<file path="src/rtl/cic_pkg.sv">
// ----------------------------------------------------------------------------
// cic_pkg
// Shared definitions for the CIC decimator back end: default sample width,
// the sample type, and the width of the saturating drop counter.
// ----------------------------------------------------------------------------
package cic_pkg;

   localparam int CIC_DATA_WIDTH = 20;
   localparam int DROP_CNT_W     = 8;

   typedef logic [CIC_DATA_WIDTH-1:0] cic_sample_t;

endpackage : cic_pkg

</file>
<file path="src/rtl/cic_sync_fifo.sv">
// ----------------------------------------------------------------------------
// cic_sync_fifo
// Single-clock first-word-fall-through FIFO. The head entry is always
// presented on rd_data_o while valid_o is high. A push into a full FIFO
// without a simultaneous pop is ignored and flagged on drop_o.
//
// Ports:
//   clk_i      system clock
//   rstn_i     asynchronous active-low reset
//   push_i     write wr_data_i this cycle
//   wr_data_i  sample to store
//   pop_i      consume the head entry (ignored while empty)
//   rd_data_o  head entry (mem[rd_ptr])
//   valid_o    FIFO not empty
//   level_o    number of stored entries (0..DEPTH)
//   drop_o     push_i rejected because the FIFO was full
// ----------------------------------------------------------------------------
module cic_sync_fifo
   import cic_pkg::*;
#(
   parameter int DATA_WIDTH = CIC_DATA_WIDTH,
   parameter int DEPTH      = 8
) (
   input  logic                    clk_i,
   input  logic                    rstn_i,
   input  logic                    push_i,
   input  logic [DATA_WIDTH-1:0]   wr_data_i,
   input  logic                    pop_i,
   output logic [DATA_WIDTH-1:0]   rd_data_o,
   output logic                    valid_o,
   output logic [$clog2(DEPTH):0]  level_o,
   output logic                    drop_o
);

   localparam int AW = $clog2(DEPTH);
   localparam int PW = AW + 1;

   logic [DATA_WIDTH-1:0] mem_q [DEPTH];
   logic [PW-1:0]         wr_ptr_q, wr_ptr_d;
   logic [PW-1:0]         rd_ptr_q, rd_ptr_d;
   logic                  full, empty;
   logic                  do_push, do_pop;

   // Extra pointer MSB distinguishes full from empty when the indices match.
   assign empty = (wr_ptr_q == rd_ptr_q);
   assign full  = (wr_ptr_q[AW] != rd_ptr_q[AW]) &&
                  (wr_ptr_q[AW-1:0] == rd_ptr_q[AW-1:0]);

   assign do_pop  = pop_i & ~empty;
   // A pop frees the slot in the same cycle, so push-when-full still lands.
   assign do_push = push_i & (~full | do_pop);
   assign drop_o  = push_i & full & ~do_pop;

   assign wr_ptr_d = do_push ? wr_ptr_q + PW'(1) : wr_ptr_q;
   assign rd_ptr_d = do_pop  ? rd_ptr_q + PW'(1) : rd_ptr_q;

   always_ff @(posedge clk_i or negedge rstn_i) begin
      if (!rstn_i) begin
         wr_ptr_q <= '0;
         rd_ptr_q <= '0;
      end else begin
         wr_ptr_q <= wr_ptr_d;
         rd_ptr_q <= rd_ptr_d;
      end
   end

   // Memory is cleared on reset so the idle head reads as zero.
   always_ff @(posedge clk_i or negedge rstn_i) begin
      if (!rstn_i) begin
         for (int i = 0; i < DEPTH; i++) begin
            mem_q[i] <= '0;
         end
      end else if (do_push) begin
         mem_q[wr_ptr_q[AW-1:0]] <= wr_data_i;
      end
   end

   assign rd_data_o = mem_q[rd_ptr_q[AW-1:0]];
   assign valid_o   = ~empty;
   assign level_o   = wr_ptr_q - rd_ptr_q;

endmodule : cic_sync_fifo

</file>
<file path="src/rtl/cic_sample_fifo.sv">
// ----------------------------------------------------------------------------
// cic_sample_fifo
// Captures each decimated CIC sample on the rising edge of the low-rate
// sample strobe and buffers it in an FWFT FIFO feeding a valid/ready stream.
// Samples arriving while the FIFO is full are dropped (newest lost), which
// sets a sticky overflow flag and bumps a saturating drop counter.
//
// Ports:
//   clk_i          system clock (same as the CIC)
//   rstn_i         asynchronous active-low reset
//   sample_data_i  decimated sample, stable across the strobe rising edge
//   sample_clk_i   CIC output strobe in the clk_i domain
//   clear_i        synchronous clear of overflow_o and drop_count_o
//   m_data_o       head sample
//   m_valid_o      head sample valid
//   m_ready_i      consumer accepts the head sample
//   fill_level_o   entries currently stored
//   overflow_o     sticky, set by any dropped sample
//   drop_count_o   dropped samples, saturating at 255
// ----------------------------------------------------------------------------
module cic_sample_fifo
   import cic_pkg::*;
#(
   parameter int DATA_WIDTH = CIC_DATA_WIDTH,
   parameter int DEPTH      = 8
) (
   input  logic                   clk_i,
   input  logic                   rstn_i,
   input  logic [DATA_WIDTH-1:0]  sample_data_i,
   input  logic                   sample_clk_i,
   input  logic                   clear_i,
   output logic [DATA_WIDTH-1:0]  m_data_o,
   output logic                   m_valid_o,
   input  logic                   m_ready_i,
   output logic [$clog2(DEPTH):0] fill_level_o,
   output logic                   overflow_o,
   output logic [DROP_CNT_W-1:0]  drop_count_o
);

   logic                  sample_clk_q;
   logic                  push, pop, drop;
   logic                  overflow_q, overflow_d;
   logic [DROP_CNT_W-1:0] drop_cnt_q, drop_cnt_d;

   // Resetting the history to 1 suppresses a push when the strobe is
   // already high as reset releases.
   always_ff @(posedge clk_i or negedge rstn_i) begin
      if (!rstn_i) begin
         sample_clk_q <= 1'b1;
      end else begin
         sample_clk_q <= sample_clk_i;
      end
   end

   assign push = sample_clk_i & ~sample_clk_q;
   assign pop  = m_valid_o & m_ready_i;

   cic_sync_fifo #(
      .DATA_WIDTH (DATA_WIDTH),
      .DEPTH      (DEPTH)
   ) u_fifo (
      .clk_i     (clk_i),
      .rstn_i    (rstn_i),
      .push_i    (push),
      .wr_data_i (sample_data_i),
      .pop_i     (pop),
      .rd_data_o (m_data_o),
      .valid_o   (m_valid_o),
      .level_o   (fill_level_o),
      .drop_o    (drop)
   );

   // A drop in the same cycle as clear wins: the count restarts at one.
   always_comb begin
      overflow_d = overflow_q;
      drop_cnt_d = drop_cnt_q;
      if (drop) begin
         overflow_d = 1'b1;
         if (clear_i) begin
            drop_cnt_d = DROP_CNT_W'(1);
         end else if (drop_cnt_q != {DROP_CNT_W{1'b1}}) begin
            drop_cnt_d = drop_cnt_q + DROP_CNT_W'(1);
         end
      end else if (clear_i) begin
         overflow_d = 1'b0;
         drop_cnt_d = '0;
      end
   end

   always_ff @(posedge clk_i or negedge rstn_i) begin
      if (!rstn_i) begin
         overflow_q <= 1'b0;
         drop_cnt_q <= '0;
      end else begin
         overflow_q <= overflow_d;
         drop_cnt_q <= drop_cnt_d;
      end
   end

   assign overflow_o   = overflow_q;
   assign drop_count_o = drop_cnt_q;

endmodule : cic_sample_fifo
</file>
<file path="config.mk">
export PLATFORM = sky130hd
export DESIGN_NAME = cic_sample_fifo
export DESIGN_NICKNAME = d
export VERILOG_FILES = /design/src/rtl/cic_pkg.sv /design/src/rtl/cic_sync_fifo.sv /design/src/rtl/cic_sample_fifo.sv
export SDC_FILE = /design/constraint.sdc
export NUM_CORES = 1
export LEC_CHECK = 0
export CORE_MARGIN = 1.5
export CORE_UTILIZATION = 55
export CTS_BUF_LIST = sky130_fd_sc_hd__clkbuf_8
export CTS_CLUSTER_SIZE = 8
export DETAILED_ROUTE_END_ITERATION = 10
export PLACE_DENSITY = 0.75
export SLEW_MARGIN = 15
export SYNTH_ARGS = -nofsm -noshare
export SYNTH_HDL_FRONTEND = slang
export SYNTH_SLANG_ARGS = --single-unit
export TNS_END_PERCENT = 20
</file>
<file path="constraint.sdc">
create_clock -name clk_i -period 4.99 [get_ports clk_i]
set_input_delay 0.499 -clock clk_i [delete_from_list [all_inputs] [get_ports clk_i]]
set_output_delay 0.499 -clock clk_i [all_outputs]
set_load 0.03 [all_outputs]
</file>
==> impl_metrics.json <==
{
  "run_status": "complete, no violations",
  "ir_drop_mv": 0.3536,
  "arrival_ns": 3.94,
  "antenna_cells": 0,
  "setup_viol": 0,
  "rows": 44,
  "synth_top_cell_area_share_pct": 53.97,
  "ys_seq_area_share_pct": 54.29,
  "drtPass1Iterations": 4,
  "ys_warn_count": 0,
  "path_clk_slew_ns": 0.09,
  "met2_length_um": 8134,
  "syn_nets": 594,
  "hp-class": "in -> async",
  "grt_pass1_wl_um": 27670,
  "finalMaxSlewViolations": 0,
  "worst_setup_path_end_kind": "flop",
  "grt_max_degree": 94,
  "drv_cap": 0,
  "rsz0062_at_grt": "false",
  "hold_viol_final": 0,
  "place_area_mm2": 0.008927,
  "critPathLaunchType": "flop",
  "place_congestion": 0.7805,
  "synth_async_sr_flop_share_pct": 100.0,
  "worst-r2r-cell-count": 8,
  "synth_seq_cells": 178,
  "core_area_mm2": 0.01453,
  "first_global_vias": 5163,
  "final_cell_mix": "175 x dfrtp_1, 159 x mux2_2, 66 x nand2_1",
  "critPathMaxFanout": 23,
  "syn-cell-area_mm2": 0.008207,
  "ctsLongestPathBuffers": 2,
  "power_density_mw_per_mm2": 700.4,
  "leakagePower_uw": 0.004017,
  "drtIter0Drc": 347,
  "hpwlAfterDp_um": 10050,
  "finalClockSkew_ns": 0.01009,
  "ys.flop_type": "dfrtp_1",
  "syn2layout_area_growth_pct": 13.22,
  "grt-ovfl-total": 0,
  "ioPinCount": 59,
  "drc": 0,
  "max_slew_margin_pct": 23.28,
  "synth_edf_count": 0,
  "final_common_cell": "dfrtp_1",
  "post-route-util_pct": 63.93,
  "synth_area_leaders": "dfrtp_1 54%, mux2_2 22%, mux4_2 11%",
  "fmax_ghz": 0.2788,
  "setup_slack_ns": 1.403,
  "cts_resized": 0,
  "post_cts_buffers": 0,
  "clock_latency_ns": 0.47,
  "start_util_pct": 56.47,
  "vias_per_cell": 5.861,
  "vias": 4759,
  "clkSinkCount": 178,
  "syn_avg_cell_area_um2": 14.60,
  "portBuffers": 58,
  "dieArea_mm2": 0.01566,
  "synth_top_area_cell": "dfrtp_1",
  "drtAntennaViolNets": 0,
  "met3WireLength_um": 619,
  "fin_nets": 648,
  "hold_buffers": 0,
  "tns_ns": 0,
  "finalInstanceArea_mm2": 0.009291,
  "finalCritPeriodShare_pct": 71.88,
  "wire_per_inst_um": 20.50,
  "synth.distinct_cells": 39,
  "place_ws_ns": 1.449,
  "die_x_um": 125.2,
  "cts_max_level": 4,
  "antenna_found_initial": 0,
  "dp_cells": 781,
  "wl_um": 16650,
  "die_h_um": 125.2,
  "final_cells": 812,
  "worstMarginPinSlew_ns": 1.142,
  "drive_gt1_share_pct": 40.76,
  "cts_buffers": 17,
  "synth_cells": 562,
  "crit_required_ns": 5.34,
  "period_needed_ns": 3.587,
  "track_usage_pct": 22.86,
  "cts_tree": "yes",
  "highest_layer": "met4",
  "worstSetupPathType": "reg -> reg",
  "clockRootBuffer": "clkbuf_8",
  "met1_length_um": 7662
}
[critical path: stages (launching register included)]
cell      delay (ns)
dfrtp_1         0.33
buf_4           0.32
inv_1           0.11
ha_1            0.37
nand4b_1        0.16
o21bai_1        0.78
or4_1           0.77
buf_4           0.28
mux2_2          0.34
[power breakdown]
| part | internal (µW) | switching, µW |
|---|---|---|
| registers | 2110 | 355 |
| logic | 1630 | 1490 |
| clock network | 425 | 500 |
[layer usage]
layer | track usage [%] | up-vias
li1 | - | 2144
met1 | 30.70 | 2506
met2 | 36.93 | 87
met3 | 6.119 | 22
met4 | 6.952 | 0
met5 | 0 | -
[flip-flops by register name, summed over array words and instances, names as in the netlist]
| name | flops |
|---|---|
| u_fifo.mem_q | 160 |
| drop_count_o | 8 |
| u_fifo.rd_ptr_q | 4 |
| u_fifo.wr_ptr_q | 4 |
| overflow_o | 1 |
| sample_clk_q | 1 |
[worst paths after layout]
| check | from | slack [ns] | end |
|---|---|---|---|
| min | rstn_i | 0.09 | u_fifo.mem_q[45] |
| min reg2reg | u_fifo.mem_q[113] | 0.50 | u_fifo.mem_q[113] |
| min in group clk_i | sample_clk_i | 0.46 | sample_clk_q |
| max | u_fifo.rd_ptr_q[2] | 1.40 | u_fifo.mem_q[140] |
| max reg2reg | u_fifo.rd_ptr_q[2] | 1.40 | u_fifo.mem_q[140] |
| max in group asynchronous | rstn_i | 3.80 | u_fifo.mem_q[112] |
[cell families (layout without fill, tap and decap cells)]
group,after synthesis,in the layout,synth area share [%]
adders and majority gates,7,7,1.159
DFF,178,178,54.29
xor gates and xnor gates,9,9,1.052
and+or+nand+nor,103,103,5.855
muxes,202,202,33.34
buffers and inverters,45,111,2.927
AOI/OAI and AO/OA,18,18,1.372
[metrics by stage]
stage / power [µW] / hold slack, ns
2_1_floorplan: 4627 / 0.2034
3_3_place_gp: 5473 / 0.4820
3_5_place_dp: 5633 / 0.4878
4_1_cts: 6565 / 0.1383
5_1_grt: 6894 / 0.1697
6_report: 6508 / 0.08804
[layout make-up]
class / count / area [µm²]
Fill cell: 1096 / 5243
Sequential cell: 178 / 4458
Multi-Input combinational cell: 339 / 3533
Timing Repair Buffer: 69 / 664.4
Clock buffer: 20 / 275.3
Tap cell: 184 / 230.2
Clock inverter: 11 / 88.84
Inverter: 11 / 41.29
[cell usage after synthesis, drive strengths merged (2+ instances only)]
cell,count
dfrtp,177
mux2,162
nand2,66
mux4,40
buf,23
clkbuf,11
inv,11
xnor2,8
a21oi,7
ha,6
nand3,6
nor3,6
or4,5
nor2,4
o21ai,4
nand4,3
nor4,3
a311oi,2
and4,2
nor2b,2
(Power assumes the default switching activity.)
